### config.mk
export PLATFORM = sky130hd
export DESIGN_NAME = or1200_ifetch_resp
export DESIGN_NICKNAME = d
export VERILOG_FILES = /design/src/rtl/or1200_ifetch_resp.sv
export SDC_FILE = /design/constraint.sdc
export NUM_CORES = 1
export LEC_CHECK = 0
export CORE_ASPECT_RATIO = 0.5
export CORE_UTILIZATION = 39
export CTS_BUF_LIST = sky130_fd_sc_hd__clkbuf_8
export DETAILED_ROUTE_END_ITERATION = 10
export PLACE_DENSITY = 0.75
export REMOVE_ABC_BUFFERS = 1
export SLEW_MARGIN = 20
export SYNTH_ARGS = -nofsm -noshare
export SYNTH_HDL_FRONTEND = slang
export SYNTH_SLANG_ARGS = --single-unit
### constraint.sdc
create_clock -name clk -period 2.51 [get_ports clk]
set_input_delay 0.251 -clock clk [delete_from_list [all_inputs] [get_ports clk]]
set_output_delay 0.251 -clock clk [all_outputs]
set_load 0.02 [all_outputs]
### src/rtl/or1200_ifetch_resp.sv
// or1200_ifetch_resp: instruction-fetch responder between the IF stage and a
// Wishbone classic instruction bus, used when no instruction cache is built.
module or1200_ifetch_resp #(
    parameter int TIMEOUT_W = 4
) (
    input  logic        clk,
    input  logic        rst,
    input  logic [31:0] icpu_adr_i,
    input  logic        icpu_cycstb_i,
    output logic [31:0] icpu_dat_o,
    output logic        icpu_ack_o,
    output logic        icpu_err_o,
    output logic [31:0] icpu_adr_o,
    output logic [3:0]  icpu_tag_o,
    output logic [31:0] iwb_adr_o,
    output logic        iwb_cyc_o,
    output logic        iwb_stb_o,
    output logic        iwb_we_o,
    output logic [3:0]  iwb_sel_o,
    output logic [2:0]  iwb_cti_o,
    input  logic [31:0] iwb_dat_i,
    input  logic        iwb_ack_i,
    input  logic        iwb_err_i,
    input  logic        iwb_rty_i
);

    localparam logic [TIMEOUT_W-1:0] CNT_MAX = '1;
    localparam logic [TIMEOUT_W-1:0] CNT_ONE = {{(TIMEOUT_W-1){1'b0}}, 1'b1};
    localparam logic [3:0] ITAG_NONE = 4'h0;
    localparam logic [3:0] ITAG_NI   = 4'h1;
    localparam logic [3:0] ITAG_BE   = 4'hb;

    typedef enum logic [1:0] {
        IDLE,
        REQ,
        RETRY,
        ABORT
    } state_t;

    state_t               state_q, state_d;
    logic [31:0]          addr_q, addr_d;
    logic [TIMEOUT_W-1:0] cnt_q, cnt_d;
    logic                 cyc_q, cyc_d;
    logic                 ack_q, ack_d;
    logic                 err_q, err_d;
    logic [31:0]          dat_q, dat_d;
    logic [31:0]          radr_q, radr_d;
    logic [3:0]           tag_q, tag_d;

    logic [TIMEOUT_W-1:0] cnt_inc;
    logic                 stale;
    logic                 timeout;
    logic                 bus_term;
    logic                 unused_adr_lsb;

    assign unused_adr_lsb = ^icpu_adr_i[1:0];

    // A fetch is stale once the PC generator stops asking for this word.
    assign stale = !icpu_cycstb_i || (icpu_adr_i[31:2] != addr_q[31:2]);

    // Saturating, so a retry taken on the last allowed cycle still times out.
    assign cnt_inc  = (cnt_q == CNT_MAX) ? CNT_MAX : cnt_q + CNT_ONE;
    assign timeout  = (cnt_inc == CNT_MAX);
    assign bus_term = iwb_err_i | iwb_ack_i | iwb_rty_i | timeout;

    always_comb begin
        state_d = state_q;
        addr_d  = addr_q;
        cnt_d   = cnt_q;
        cyc_d   = cyc_q;
        ack_d   = 1'b0;
        err_d   = 1'b0;
        dat_d   = 32'h0;
        tag_d   = ITAG_NONE;
        radr_d  = radr_q;

        unique case (state_q)
            IDLE: begin
                if (icpu_cycstb_i) begin
                    addr_d  = {icpu_adr_i[31:2], 2'b00};
                    cnt_d   = '0;
                    cyc_d   = 1'b1;
                    state_d = REQ;
                end
            end
            REQ: begin
                cnt_d = cnt_inc;
                if (stale) begin
                    if (bus_term) begin
                        cyc_d   = 1'b0;
                        state_d = IDLE;
                    end else begin
                        state_d = ABORT;
                    end
                end else if (iwb_err_i) begin
                    err_d   = 1'b1;
                    tag_d   = ITAG_BE;
                    radr_d  = addr_q;
                    cyc_d   = 1'b0;
                    state_d = IDLE;
                end else if (iwb_ack_i) begin
                    ack_d   = 1'b1;
                    dat_d   = iwb_dat_i;
                    tag_d   = ITAG_NI;
                    radr_d  = addr_q;
                    cyc_d   = 1'b0;
                    state_d = IDLE;
                end else if (iwb_rty_i) begin
                    cyc_d   = 1'b0;
                    state_d = RETRY;
                end else if (timeout) begin
                    err_d   = 1'b1;
                    tag_d   = ITAG_BE;
                    radr_d  = addr_q;
                    cyc_d   = 1'b0;
                    state_d = IDLE;
                end
            end
            RETRY: begin
                if (stale) begin
                    state_d = IDLE;
                end else begin
                    cyc_d   = 1'b1;
                    state_d = REQ;
                end
            end
            ABORT: begin
                // Bus cycle must finish cleanly; its result is thrown away.
                cnt_d = cnt_inc;
                if (bus_term) begin
                    cyc_d   = 1'b0;
                    state_d = IDLE;
                end
            end
            default: begin
                cyc_d   = 1'b0;
                state_d = IDLE;
            end
        endcase
    end

    always_ff @(posedge clk or negedge rst) begin
        if (!rst) begin
            state_q <= IDLE;
            addr_q  <= 32'h0;
            cnt_q   <= '0;
            cyc_q   <= 1'b0;
            ack_q   <= 1'b0;
            err_q   <= 1'b0;
            dat_q   <= 32'h0;
            radr_q  <= 32'h0;
            tag_q   <= ITAG_NONE;
        end else begin
            state_q <= state_d;
            addr_q  <= addr_d;
            cnt_q   <= cnt_d;
            cyc_q   <= cyc_d;
            ack_q   <= ack_d;
            err_q   <= err_d;
            dat_q   <= dat_d;
            radr_q  <= radr_d;
            tag_q   <= tag_d;
        end
    end

    assign icpu_dat_o = dat_q;
    assign icpu_ack_o = ack_q;
    assign icpu_err_o = err_q;
    assign icpu_adr_o = radr_q;
    assign icpu_tag_o = tag_q;

    assign iwb_adr_o  = addr_q;
    assign iwb_cyc_o  = cyc_q;
    assign iwb_stb_o  = cyc_q;
    assign iwb_we_o   = 1'b0;
    assign iwb_sel_o  = 4'hf;
    assign iwb_cti_o  = 3'b000;

endmodule

==> flow_summary_export.csv <==
group,metric,value,unit
placement,hpwl,7.40,mm
finish,nNetsFinal,633,
global_routing,grt-ovfl-total,0,
finish,antenna_cells,0,
finish,finish.instance_area,6560,um^2
setup_path,arrival,2.87,ns
die,coreArea,10400,um^2
die,initial_core_util,40.8,%
setup_path,end_kind,"flip-flop",
timing,worstMarginPinSlew,0.631,ns
setup_path,path_cells,"nor2b_4 -> a2111o_1 -> or4_4 -> or3_4 -> nor4b_4 -> buf_4 -> clkbuf_16 -> and2_4",
clock_network,cts_root_buf,"clkbuf_8",
setup_path,criticalPathCategory,"flip-flop to flip-flop",
clock_network,cts_tree,"yes",
detailed_routing,drtIter0Drc,200,
detailed_routing,num_vias,3243,
detailed_routing,drc_errors,0,
die,die_h,75.7,um
timing,hold_viol,0,
timing,fmax,389,MHz
setup_path,cp_top_family,"simple AND/OR/NAND/NOR gates",
worst_hold_path,worstHoldPathType,"input port to asynchronous set/reset pin",
die,num_io_pins,182,
clock_network,cts.clk_slew.worst_paths,0.09,ns
timing,finClkSkew,0.00647,ns
setup_path,r2r_start,"iwb_adr_o[12]$_DFFE_PN0P_",
clock_network,cts.path.max_buffers,2,
clock_network,cts.htree.levels,3,
timing,slew_viol_final,0,
timing,finalSetupViolCount,15,
run_status,outcome,"finished, violations left",
run_status,violations,"negative setup slack",
detailed_routing,wl,10.3,mm
detailed_routing,routedWlPerCell,14.6,um
pwr,p_per_area,855,nW/um^2
global_routing,grtUsageTotal,18.4,%
setup_path,setup.worst_path.start_class,"flip-flop",
setup_path,crit_slowest_cell,"or4_4",
detailed_routing,drt-vias-per-instance,4.59,
global_routing,grt_pass1_wl,15.8,mm
clock_network,cts.sinks,102,
setup_path,worstPathMaxFanout,8,
yosys,yosys_warnings,0,
global_routing,grt_start_max_net_pins,46,
placement,placement.cell_area,6120,um^2
finish,drive_gt1_share,15.0,%
timing,rsz0062_at_grt,"true",
timing,min_period,2.57,ns
timing,finalCritPeriodShare,102,%
global_routing,antenna_found_initial,0,
pwr,worst_ir_drop_vdd,0.000378,V
yosys,ys_types,33,
placement,io_buffers,166,
finish,fin_util,63.2,%
detailed_routing,drtAntennaViolNets,0,
yosys,ys_ff_latch,102,
setup_path,rrSetupSlack,-0.06,ns
pwr,leakagePower,3.13,nW
yosys,syn_avg_cell_area,11.4,um^2
clock_network,clkLatencyLatePin,0.35,ns
detailed_routing,dr.pass1.iters,4,
setup_path,reg2reg_to,"icpu_dat_o[11]$_DFF_PN0_",
setup_path,cp_num_buf_inv,2,
timing,slew_headroom,57.8,%
timing,hold_slack,0.412,ns
die,rows,26,
run,max_cap_viol_count,0,
setup_path,r2r_cells,8,
setup_path,required,2.81,ns
die,dieArea,11300,um^2
global_routing,grt_pass1_vias,3209,
finish,area_delta_synth_final,54.8,%
yosys,synth_seq_area_share,60.2,%
yosys,syn_inst,372,
placement,place_congestion,0.793,
setup_path,cpPeakStageDelay,0.52,ns
yosys,synthesis.area,4240,um^2
clock_network,cts_buffers,9,
timing,timing.final.ws_setup,-0.0612,ns
die,chipWidth,149,um
[how the worst max path moves through the flow]
stage                                          from                          to  cells after the start
after detailed placement             icpu_adr_i[12]  icpu_adr_o[26]$_DFFE_PN0P_                      8
after global placement               icpu_adr_i[12]  icpu_adr_o[26]$_DFFE_PN0P_                      8
after global routing      iwb_adr_o[25]$_DFFE_PN0P_    icpu_dat_o[14]$_DFF_PN0_                     10
after floorplan           iwb_adr_o[12]$_DFFE_PN0P_  icpu_adr_o[10]$_DFFE_PN0P_                      6
final                     iwb_adr_o[12]$_DFFE_PN0P_    icpu_dat_o[11]$_DFF_PN0_                      8
after CTS                 iwb_adr_o[12]$_DFFE_PN0P_    icpu_dat_o[27]$_DFF_PN0_                      7
[flip-flops by register name (all words and copies together) (netlist names)]
register    count
icpu_dat_o     32
icpu_adr_o     30
icpu_tag_o      2
iwb_adr_o      30
cnt_q           4
icpu_ack_o      1
iwb_cyc_o       1
state_q         2
[layout by cell type, fill, tap and decap left out, drive strengths merged, types with 2 or more instances in the layout]
cell           instances
xor2                  25
conb                  13
dfrtp                102
xnor2                  2
nor4                   7
buf                   31
and2                  32
inv                    6
a21oi                  7
mux2                  30
nand4                  2
nand2                 91
a31oi                  3
o21ai                  4
clkbuf                12
mux2i                  2
nor2                   4
nand3                  3
nor3                   6
nor2b                  2
clkdlybuf4s50        165
bufinv                 4
[routing by layer]
layer  GRT usage [%]  up-vias  routed length (um)
met2            34.9       97                5500
li1                -     1562                   -
met3            5.39        8                 578
met5               0        -                   0
met4            4.88        0                  73
met1            20.7     1576                4190
[power by group]
part,switching [mW],internal (mW),leakage [nW],total [mW]
logic,0.997,0.963,1.62,1.96
registers,0.352,1.93,1.37,2.28
clock network,0.544,0.819,0.140,1.36
[kinds of logic (layout without fill, tap and decap cells)]
| kind of cell | count (synthesis) | in the layout | synth area share [%] |
|---|---|---|---|
| simple gates | 153 | 153 | 17.4 |
| flops | 102 | 102 | 60.2 |
| buf+inv | 36 | 220 | 5.14 |
| mux | 32 | 32 | 8.45 |
| xor+xnor | 27 | 27 | 5.58 |
| compound gates | 19 | 19 | 2.72 |
| other cells | 2 | 13 | 0.177 |
| fa+ha+maj | 1 | 1 | 0.295 |
[Yosys cell counts (all sizes together)]
library cell	count	area, um^2
a2111o	1	11.3
a211oi	1	7.51
a21oi	7	35.0
a31oi	3	18.8
and2	32	200
and3	1	6.26
buf	19	154
clkbuf	11	41.3
conb	2	7.51
dfrtp	102	2550
ha	1	12.5
inv	6	22.5
mux2	30	338
mux2i	2	20.0
nand2	91	342
nand2b	1	6.26
nand3	3	15.0
nand4	2	12.5
nor2	4	15.0
nor2b	2	12.5
nor3	6	30.0
nor3b	1	7.51
nor4	7	43.8
nor4b	1	23.8
o2111ai	1	8.76
o21ai	4	20.0
o22ai	1	6.26
o31ai	1	7.51
or3	1	11.3
or4	1	11.3
xnor2	2	17.5
xor2	25	219
[cell type report]
class,instances,area [um^2]
Fill cell,840,3820
Sequential cell,102,2550
Timing Repair Buffer,198,1990
Multi-Input combinational cell,245,1540
Tap cell,140,175
Clock buffer,11,151
Clock inverter,5,129
Inverter,6,22.5
[through the flow]
stage / std cells / TNS (ns) / setup WS, ns / power (mW)
floorplan: 353 / -36.71 / -0.827 / 3.19
CTS: 701 / -1.49 / -0.0594 / 5.61
detailed placement: 679 / -22.31 / -0.397 / 4.22
finish: 707 / -0.757 / -0.0612 / 5.61
global placement: 679 / -20.72 / -0.379 / 4.17
global route: 707 / -2.59 / -0.158 / 5.93
[timing repair]
| action | in CTS | in global routing |
|---|---|---|
| buffers inserted | 4 | 5 |
| resized for setup | 5 | 7 |
| pin swaps | 1 | 8 |
| cloned | 1 | 2 |
| endpoints found under the hold margin | 38 | 0 |
| hold buffers | 1 | 0 |
| setup endpoints to repair | 62 | 63 |
(Power assumes the default switching activity.)
